### config.mk
export PLATFORM = sky130hd
export DESIGN_NAME = mvm_coo_streamer
export DESIGN_NICKNAME = d
export VERILOG_FILES = /design/src/rtl/mvm_coo_streamer.sv
export SDC_FILE = /design/constraint.sdc
export NUM_CORES = 1
export LEC_CHECK = 0
export CORE_UTILIZATION = 45
export DETAILED_ROUTE_END_ITERATION = 10
export SLEW_MARGIN = 20
export SYNTH_ARGS = -nofsm -noshare
export SYNTH_HDL_FRONTEND = slang
export SYNTH_SLANG_ARGS = --single-unit
export TNS_END_PERCENT = 50
### constraint.sdc
create_clock -name clk -period 5.2 [get_ports clk]
set_input_delay 0.78 -clock clk [delete_from_list [all_inputs] [get_ports clk]]
set_output_delay 0.78 -clock clk [all_outputs]
set_load 0.01 [all_outputs]
### src/rtl/mvm_coo_streamer.sv
// COO entry streamer for the sparse MVM accelerator: buffers nonzero (row, col, value)
// entries, streams them under fetch_ready, marks end-of-list, then gathers the 4-word result.
//
//   state     | meaning
//   ----------+-----------------------------------------------------------
//   S_IDLE    | accept loader entries, wait for start
//   S_SEND    | present entry[rd_ptr], advance on fetch_ready
//   S_LAST    | hold done_list until the accelerator takes it
//   S_COLLECT | store result words y0..y3, watch the inter-word idle timer
module mvm_coo_streamer #(
    parameter int DEPTH   = 16,
    parameter int TIMEOUT = 255
) (
    input  logic                     clk,
    input  logic                     rst,
    input  logic                     ld_valid,
    input  logic [1:0]               ld_row,
    input  logic [1:0]               ld_col,
    input  logic [7:0]               ld_value,
    output logic                     ld_ready,
    input  logic                     start,
    output logic                     busy,
    input  logic                     fetch_ready,
    output logic                     sending_cpu,
    output logic                     done_list,
    output logic [1:0]               row_val,
    output logic [1:0]               col_val,
    output logic [7:0]               value,
    input  logic                     sending_out,
    input  logic [7:0]               output_val,
    output logic                     res_valid,
    output logic [31:0]              res_vec,
    output logic [$clog2(DEPTH):0]   entry_count,
    output logic                     err_overflow,
    output logic                     err_timeout
);

    localparam int AW = $clog2(DEPTH);
    localparam int TW = $clog2(TIMEOUT + 1);

    typedef enum logic [1:0] {
        S_IDLE    = 2'd0,
        S_SEND    = 2'd1,
        S_LAST    = 2'd2,
        S_COLLECT = 2'd3
    } state_t;

    state_t state, state_nxt;

    logic [1:0]    row_mem [DEPTH];
    logic [1:0]    col_mem [DEPTH];
    logic [7:0]    val_mem [DEPTH];

    logic [AW-1:0] wr_ptr;
    logic [AW-1:0] rd_ptr;
    logic [AW-1:0] rd_nxt;
    logic [AW:0]   count;
    logic [1:0]    slot_k;
    logic [7:0]    word0, word1, word2;
    logic [TW-1:0] idle_tmr;

    logic full;
    logic do_start, do_load, do_write, do_ovf;
    logic do_xfer, last_xfer, do_done;
    logic word_in, last_word, tmo;

    assign entry_count = count;
    assign rd_nxt      = rd_ptr + AW'(1);
    assign full        = (count == (AW+1)'(DEPTH));

    // start wins over a simultaneous ld_valid
    assign do_start  = (state == S_IDLE) && start;
    assign do_load   = (state == S_IDLE) && !start && ld_valid && (ld_value != 8'd0);
    assign do_write  = do_load && !full;
    assign do_ovf    = do_load && full;
    assign do_xfer   = (state == S_SEND) && fetch_ready;
    assign last_xfer = do_xfer && ({1'b0, rd_ptr} == (count - (AW+1)'(1)));
    assign do_done   = (state == S_LAST) && fetch_ready;
    assign word_in   = (state == S_COLLECT) && sending_out;
    assign last_word = word_in && (slot_k == 2'd3);
    assign tmo       = (state == S_COLLECT) && !sending_out && (idle_tmr == TW'(1));

    always_ff @(posedge clk or posedge rst) begin
        if (rst) begin
            state <= S_IDLE;
        end else begin
            state <= state_nxt;
        end
    end

    always_comb begin
        state_nxt   = state;
        ld_ready    = 1'b0;
        busy        = 1'b1;
        sending_cpu = 1'b0;
        done_list   = 1'b0;
        case (state)
            S_IDLE: begin
                ld_ready = 1'b1;
                busy     = 1'b0;
                if (start) begin
                    state_nxt = (count != '0) ? S_SEND : S_LAST;
                end
            end
            S_SEND: begin
                sending_cpu = 1'b1;
                if (last_xfer) begin
                    state_nxt = S_LAST;
                end
            end
            S_LAST: begin
                done_list = 1'b1;
                if (do_done) begin
                    state_nxt = S_COLLECT;
                end
            end
            S_COLLECT: begin
                if (last_word || tmo) begin
                    state_nxt = S_IDLE;
                end
            end
            default: state_nxt = S_IDLE;
        endcase
    end

    // entry storage carries no reset; validity is tracked by count
    always_ff @(posedge clk) begin
        if (do_write) begin
            row_mem[wr_ptr] <= ld_row;
            col_mem[wr_ptr] <= ld_col;
            val_mem[wr_ptr] <= ld_value;
        end
    end

    always_ff @(posedge clk or posedge rst) begin
        if (rst) begin
            wr_ptr       <= '0;
            rd_ptr       <= '0;
            count        <= '0;
            err_overflow <= 1'b0;
            err_timeout  <= 1'b0;
            row_val      <= '0;
            col_val      <= '0;
            value        <= '0;
            slot_k       <= '0;
            word0        <= '0;
            word1        <= '0;
            word2        <= '0;
            idle_tmr     <= '0;
            res_vec      <= '0;
            res_valid    <= 1'b0;
        end else begin
            res_valid <= last_word;

            if (do_start) begin
                err_overflow <= 1'b0;
                err_timeout  <= 1'b0;
                rd_ptr       <= '0;
                if (count != '0) begin
                    row_val <= row_mem[0];
                    col_val <= col_mem[0];
                    value   <= val_mem[0];
                end
            end

            if (do_write) begin
                wr_ptr <= wr_ptr + AW'(1);
                count  <= count + (AW+1)'(1);
            end
            if (do_ovf) begin
                err_overflow <= 1'b1;
            end

            // next entry is preloaded on each transfer so the buses stay registered
            if (do_xfer) begin
                if (last_xfer) begin
                    row_val <= '0;
                    col_val <= '0;
                    value   <= '0;
                end else begin
                    rd_ptr  <= rd_nxt;
                    row_val <= row_mem[rd_nxt];
                    col_val <= col_mem[rd_nxt];
                    value   <= val_mem[rd_nxt];
                end
            end

            if (do_done) begin
                slot_k   <= '0;
                idle_tmr <= TW'(TIMEOUT);
            end

            if (word_in) begin
                slot_k   <= slot_k + 2'd1;
                idle_tmr <= TW'(TIMEOUT);
                if (slot_k == 2'd0) word0 <= output_val;
                if (slot_k == 2'd1) word1 <= output_val;
                if (slot_k == 2'd2) word2 <= output_val;
                if (last_word) begin
                    res_vec <= {output_val, word2, word1, word0};
                end
            end else if (state == S_COLLECT) begin
                idle_tmr <= idle_tmr - TW'(1);
            end

            if (tmo) begin
                err_timeout <= 1'b1;
            end
            if (last_word || tmo) begin
                count  <= '0;
                wr_ptr <= '0;
            end
        end
    end

endmodule

; ---- After elaboration in Yosys (flattened, before gate mapping)
; Memory sizes are Yosys's and may differ from the RTL's.
; Cells that the tools add are included.
[totals]
register_bits = 96
ramBits = 192
input_bits = 26
output_inout_bits = 56
word_cells = 111
n_memories = 3
[classes]
add_sub_neg = 6
n_eq_ne = 13
mux = 39
reduce_logical = 34
[mem_list]
columns = name, words, width, read_ports, rd_clocked_by_memory_dff, wr, line
row1 = val_mem, 16, 8, 2, 0, 1, 52  ; logic [7:0] val_mem [DEPTH];
row2 = col_mem, 16, 2, 2, 0, 1, 51  ; logic [1:0] col_mem [DEPTH];
row3 = row_mem, 16, 2, 2, 0, 1, 50  ; logic [1:0] row_mem [DEPTH];
[op_table]
columns = operator, count
row1 = 2-to-1 mux 8 bit, 7
row2 = 2-to-1 mux 2 bit, 15
row3 = 2-to-1 mux 4 bit, 5
row4 = logical AND 1 bit, 13
row5 = nonzero test 2 bit, 6
row6 = 2-to-1 mux 5 bit, 2
row7 = AND reduction 2 bit, 5
row8 = 2-to-1 mux 1 bit, 9
row9 = adder 4 x 1 -> 4 bit (second input constant), 2
row10 = equality test 2 bit (second input constant), 4
row11 = equality test 8 x 1 -> 1 bit (second input constant), 1
row12 = case mux 2 bit (4 select lines), 1
row13 = nonzero test 8 bit, 1
row14 = subtractor 8 x 1 -> 8 bit (second input constant), 1
row15 = inequality test 2 bit (second input constant), 3
row16 = adder 5 x 1 -> 5 bit (second input constant), 1
row17 = equality test 4 x 5 -> 1 bit, 1
row18 = equality test 5 bit (second input constant), 1
row19 = nonzero test 5 bit, 1
row20 = subtractor 5 x 1 -> 5 bit (second input constant), 1
row21 = equality test 2 x 1 -> 1 bit (second input constant), 2
row22 = zero test 2 bit, 2
row23 = AND reduction 4 bit, 1
row24 = zero test 1 bit, 3
row25 = 4 further kinds, 4

; ---- Longest topological paths before layout
; Gate-level depths: netlist of the first run.
[depth]
word_depth = 7
depth_mapped = 8
depth_no_buf = 7

; ---- Worst setup path after synthesis of the first run
; Ideal clock, no wire load.
[synth_timing]
path_type = reg-to-reg
startpoint = register count[0], in the netlist entry_count[0]
endpoint = memory col_mem[4][0] (enable)
setup_ns = 0.396
arrival_time_ns = 2.573
required_time_ns = 4.804
path_slack_ns = 2.231
path_stages_with_launch = 8
n_path_buf = 1
synth_period_minus_slack_ns = 2.969
cell_sequence = dfrtp_1 > inv_1 > ha_1 > nor3b_2 > a221oi_2 > buf_2 > nand2_1 > nor3_1
[synth_via]
elab_chain_len = 5
[synth_lines]
columns = element, line
row1 = start: declaration, 57  ; logic [AW:0] count;
row2 = start signal: assignment, 168  ; count <= count + (AW+1)'(1);
row3 = equality test 5 bit, 69  ; assign full = (count == (AW+1)'(DEPTH));
row4 = zero test 1 bit, 74  ; assign do_write = do_load && !full;
row5 = logical AND 1 bit, 74
row6 = 2-to-1 mux 1 bit, 128  ; if (do_write) begin
row7 = 2-to-1 mux 1 bit (not written as such), 130  ; col_mem[wr_ptr] <= ld_col;
row8 = end: declaration, 51
; No other way between the ends.

; ---- Worst setup path in the final report of the first run
[layout_timing]
startpoint = input ld_value[2]
endpoint = memory val_mem[1][7] (enable)
[layout_via]
elab_chain_len = 5
[layout_lines]
columns = element, line
row1 = start: declaration, 19  ; input logic [7:0] ld_value,
row2 = nonzero test 8 bit, 73  ; assign do_load = (state == S_IDLE) && !start && ld_valid && (ld_value != 8'd0);
row3 = logical AND 1 bit, 73
row4 = logical AND 1 bit, 74
row5 = 2-to-1 mux 1 bit, 128
row6 = 2-to-1 mux 1 bit (not written as such), 131  ; val_mem[wr_ptr] <= ld_value;
row7 = end: declaration, 52
; No other way between the ends.

==> results of run 1 <==
cell usage in the layout (no fill, tap or decap), drive strengths merged, types with 22 or more instances in the layout:
| master | count |
|---|---|
| buf | 22 |
| clkbuf | 39 |
| mux4 | 48 |
| nand2 | 34 |
| edfxtp | 192 |
| a21oi | 25 |
| dfrtp | 96 |
| nor2 | 34 |
| mux2 | 72 |
| clkdlybuf4s50 | 81 |
metrics by stage:
stage / hold WS (ns) / cell area (um2) / util / setup slack (ns) / instances
3_3_place_gp: 0.463 / 13000 / 0.513 / 1.67 / 1081
4_1_cts: 0.502 / 14100 / 0.554 / 2.03 / 1135
5_1_grt: 0.507 / 14100 / 0.555 / 1.87 / 1136
2_1_floorplan: 0.441 / 11700 / - / 1.91 / 676
6_report: 0.497 / 14100 / 0.555 / 2.06 / 1136
3_5_place_dp: 0.489 / 13000 / 0.514 / 1.56 / 1081
state kept, by name (all words and copies together), names as in the netlist, 4 cells and up:
| name | cells |
|---|---|
| entry_count | 5 |
| word0 | 8 |
| col_mem | 32 |
| val_mem | 128 |
| rd_ptr | 4 |
| res_vec | 32 |
| wr_ptr | 4 |
| word1 | 8 |
| value | 8 |
| row_mem | 32 |
| word2 | 8 |
| idle_tmr | 8 |
worst max-delay path by stage:
| stage | startpoint | end | slack, ns | cells past startpoint |
|---|---|---|---|---|
| final | ld_value[2] | val_mem[1][7] | 2.06 | 6 |
| after global routing | ld_value[2] | val_mem[0][7] | 1.87 | 6 |
| after CTS | ld_value[2] | val_mem[2][6] | 2.03 | 6 |
| after detailed placement | ld_value[2] | row_mem[2][0] | 1.56 | 6 |
| after global placement | ld_value[4] | row_mem[1][0] | 1.67 | 6 |
| after floorplan | rst | col_val[0] | 1.91 | 1 |
report_power, final:
part           total, mW  switching, mW  internal (mW)  leakage (nW)
Clock               2.17          0.843           1.33         0.485
Combinational       2.30           1.12           1.18          1.71
Sequential          2.99          0.226           2.76          2.94
cells by family (layout without fill, tap and decap cells):
| group | count (synthesis) | count (layout) |
|---|---|---|
| multiplexers | 135 | 135 |
| AND/OR/NAND/NOR | 104 | 104 |
| XOR/XNOR | 15 | 15 |
| buffers and inverters | 47 | 177 |
| flip-flops | 288 | 288 |
| adder cells (fa/ha/maj) | 17 | 17 |
| AO/OA/AOI/OAI | 70 | 70 |
area by class of cell:
type                            instances  area share
Timing Repair Buffer                  103      0.0709
Tap cell                              330      0.0293
Clock buffer                           39      0.0570
Inverter                               20     0.00550
Multi-Input combinational cell        341       0.243
Clock inverter                         15      0.0150
Sequential cell                       288       0.580
per-layer routing:
| metal | up-vias | global-route usage | part of all wire |
|---|---|---|---|
| li1 | 2821 | - | - |
| met1 | 3290 | 0.271 | 0.43 |
| met2 | 194 | 0.323 | 0.48 |
| met3 | 53 | 0.0328 | 0.052 |
| met4 | 0 | 0.0808 | 0.041 |
| met5 | - | 0 | 0 |
==> out/summary.txt, run 1 <==
Status = finished, final reports clean
Multi-input gate area = 0.00342 mm2
RSZ-0062 raised after global routing = false
Final setup violation count = 0
Final WL = 25,500 um
Achievable frequency = 318 MHz
Vias = 6,358
Port buffer count = 81
Worst hold endpoint = res_vec[8]
Hold_sp = word1[0]
GR Util All Layers = 0.200
Max Root-Sink Buffers = 3
CP max-delay cell = clkdlybuf4s50_1
Pre-antenna DRT Iters = 5
Synthesis Warnings = 0
Share of the synthesized area in the top cell type = 0.491
Leakage = 5.14 nW
# rows = 58
Final antenna-violating net count = 0
Post-CTS setup buffers = 0
Nets = 826
Flop2flop setup slack = 2.32 ns
RR Startpoint = state[0]
Crit path time final = 3.14 ns
CP Launch Type = input port
CTS tree = yes
Buf/Inv on CP = 2
Worst Path Required = 5.37 ns
Final count of hold timing violations = 0
Iteration-0 DRC Markers = 490
Slew Viols, Final = 0
Clock skew = 0.0219 ns
Post-synth top area cell = edfxtp_1
Effective utilization at floorplan = 0.462
Post-synth EDFFs = 192
Combinational family with the most area after synthesis = multiplexers
Largest net degree at the start of global routing = 65
DRC errors left = 0
#FFs+latches synth = 288
Avg WL per Cell = 22.4 um
Top post-synthesis cells by area = edfxtp_1 (49%), dfrtp_1 (20%), mux4_2 (9.2%), mux2_2 (6.7%), ha_1 (1.8%)
Antenna cells = 0
Area delta synth->final = 20.0%
H-Tree Depth = 1
Tcrit/Tclk final = 0.604
Vias per cell = 5.60
Clock Pin Slew Worst Setup and Hold Paths = 0.06 ns
Placed wire-length estimate = 16,100 um
TritonCTS Buffers = 29
VDD IR-drop max = 0.000341 V
Setup_tns = 0 ns
Antenna violations before repair = 0
Layout cell share with drive strength beyond 1 = 0.251
Area share of and/or/nand/nor cells after synthesis = 0.0420
Die Y-Extent = 164 um
Mux contribution to synthesized area = 0.174
Reg area = 0.00817 mm2
WHS Path Cells = 1
Most frequent cell after synthesis = edfxtp_1
Core area = 0.0254 mm2
Setup crit end kind = flip-flop
Gpl congestion = 0.780
Cells after synthesis = 676
Tightest Pin Transition = 0.827 ns
CP top delay family = simple AND/OR/NAND/NOR gates
Commonest cells post-synth = edfxtp_1 (192), dfrtp_1 (96), mux2_2 (70), mux4_2 (48)
CP max stage delay = 0.85 ns
Adder-cell share of the synthesized area = 0.0181
FILL cells = 2,000
Reg2reg path depth = 7
Register area share after synthesis = 0.696
Synth Net Count = 719
CTS Hold Bufs = 0
Syn Std Cell Area = 0.0117 mm2
Reg2Reg Capture Point = val_mem[1][7]
Max-cap violation count = 0
Clk Tree Root Cell = clkbuf_16
Worst-path fanout max = 17
Slew Limit Headroom = 0.449
Die area = 0.0267 mm2
I/O Pins = 82
Crit path kind = in -> reg
Die Wd = 164 um
Post-synthesis xor/xnor area fraction = 0.0125
Vias in the first global route = 6,718
Asr flop ratio synth = 0.333
Pwr Total = 7.46 mW
Power density cells = 529 mW/mm2
Compound-gate portion of the synthesized area = 0.0395
Netlist cell types = 48
Post-Syn Area per Cell = 17.4 um2
Clock sink total = 288
Most used DFF post-synth = edfxtp_1
Worst skew pair latency = 0.55 ns
First-pass GRT wire length = 39,700 um
CP arrival = 3.31 ns
Grt ovf = 0
# resized after CTS = 0
Worst hold path type = reg -> reg
Crit-path cells = clkdlybuf4s50_1 -> nor4_1 -> a221oi_2 -> buf_4 -> nor3b_1 -> and2_1
Power figures use the tool's default switching activity.
==> run 2, diff against run 1 <==
Clock period 5.2 ns to 3.1 ns, I/O delays scaled along.
==> out/summary.txt, run 2 (synthesized netlist as in run 1, its figures left out) <==
Status = finished, final reports clean
Leakage = 5.19 nW
Final WL = 26,400 um
VDD IR-drop max = 0.000471 V
Tcrit/Tclk final = 0.854
TritonCTS Buffers = 30
Final antenna-violating net count = 0
Vias per cell = 5.60
Flop2flop setup slack = 0.45 ns
Max-cap violation count = 0
Avg WL per Cell = 22.9 um
Antenna violations before repair = 0
Crit path kind = reg -> reg
Area delta synth->final = 20.2%
Hold slack = 0.367 ns
Clock sink total = 288
Nets = 839
Worst hold path type = in -> async
Die area = 0.0267 mm2
Core area = 0.0254 mm2
Post-CTS setup buffers = 0
# rows = 58
Pwr Total = 12.4 mW
Final setup margin = 0.454 ns
DRC errors left = 0
Max Root-Sink Buffers = 3
Clock Pin Slew Worst Setup and Hold Paths = 0.06 ns
# resized after CTS = 0
Vias = 6,433
Worst-path fanout max = 12
Reg2Reg Capture Point = row_mem[13][1]
Effective utilization at floorplan = 0.462
Slew Viols, Final = 0
Dpl ws = 0.124 ns
CTS Hold Bufs = 0
Die Y-Extent = 164 um
First-pass GRT wire length = 41,400 um
Clk Tree Root Cell = clkbuf_16
Antenna cells = 0
Setup crit end kind = flip-flop
Max reg flops = 128
Fin util = 0.556
Setup_tns = 0 ns
Power density cells = 879 mW/mm2
H-Tree Depth = 1
Largest net degree at the start of global routing = 52
Layout cell share with drive strength beyond 1 = 0.261
Grt ovf = 0
GR Util All Layers = 0.209
Gpl congestion = 0.860
Pre-antenna DRT Iters = 4
CP Launch Type = flip-flop
Slew Limit Headroom = 0.416
Crit path time final = 2.65 ns
Worst Path Required = 3.29 ns
RR Startpoint = entry_count[0]
CP arrival = 2.84 ns
RSZ-0062 raised after global routing = false
Achievable frequency = 378 MHz
Die Wd = 164 um
Most common cell after layout, fill and taps aside = edfxtp_1
Port buffer count = 81
Iteration-0 DRC Markers = 502
Placed wire-length estimate = 17,900 um
Final count of hold timing violations = 0
Worst skew pair latency = 0.55 ns
Vias in the first global route = 6,729
Clock skew = 0.0209 ns
I/O Pins = 82
CTS tree = yes
Final setup violation count = 0
Most frequent cells in the layout = edfxtp_1 (192), dfrtp_1 (95), clkdlybuf4s50_1 (81), mux2_2 (70), mux4_2 (48)
Top reg by flops = val_mem
Reg2reg path depth = 6
Tightest Pin Transition = 0.870 ns
==> run 2: cell types whose count changed in the layout (fill, tap and decap cells not counted), sizes merged <==
| cell | before | now |
|---|---|---|
| inv | 21 | 20 |
| clkinv | 6 | 10 |
| bufinv | 5 | 1 |
| buf | 22 | 34 |
| clkinvlp | 3 | 1 |
| clkbuf | 39 | 43 |
==> run 2: critical path, cell delays in order, from the launching register on <==
cell and delay [ns]:
dfrtp_1 0.49, inv_1 0.08, ha_1 0.24, nor3b_2 0.22, a221oi_2 0.46, and3_1 0.29
and2_1 0.51
==> run 2: per-stage QoR <==
step           instance area [um2]  cells
3_5_place_dp                 13200   1094
4_1_cts                      14100   1149
2_1_floorplan                11700    676
3_3_place_gp                 13200   1094
5_1_grt                      14100   1149
6_report                     14100   1149
==> run 2: final cells by class <==
cell class,count,area [um2]
repair buffers,115,1100
fillers,1983,11300
multi-input cells,341,3400
clock inverters,12,83.8
inverters,20,77.6
clock buffers,43,871
flip-flops and latches,288,8170
well taps,330,413
==> run 2: report_power, final <==
group | switching [mW] | internal (mW) | total, mW
combinational | 1.94 | 1.99 | 3.93
clock | 1.43 | 2.02 | 3.45
sequential | 0.392 | 4.64 | 5.03
total | 3.76 | 8.65 | 12.4
==> run 2: per-layer routing <==
layer | GRT usage | share of wire
met3 | 0.0244 | 0.050
met5 | 0 | 0
met4 | 0.0526 | 0.020
met2 | 0.339 | 0.49
met1 | 0.301 | 0.44
==> run 2: worst max path at each step <==
stage / from / to / slack, ns
3_5_place_dp: ld_value[3] / val_mem[13][3] / 0.12
2_1_floorplan: rst / col_val[0] / 0.13
5_1_grt: entry_count[0] / row_mem[14][0] / 0.26
6_report: entry_count[0] / row_mem[13][1] / 0.45
3_3_place_gp: ld_value[3] / row_mem[9][0] / 0.23
4_1_cts: entry_count[0] / val_mem[14][7] / 0.42
==> run 3, diff against run 2 <==
Settings changed: CTS_CLUSTER_SIZE set to 16, GPL_ROUTABILITY_DRIVEN set to 0.
==> results of run 3 <==
Final layout, timing and power as in run 2 (identical DEF).
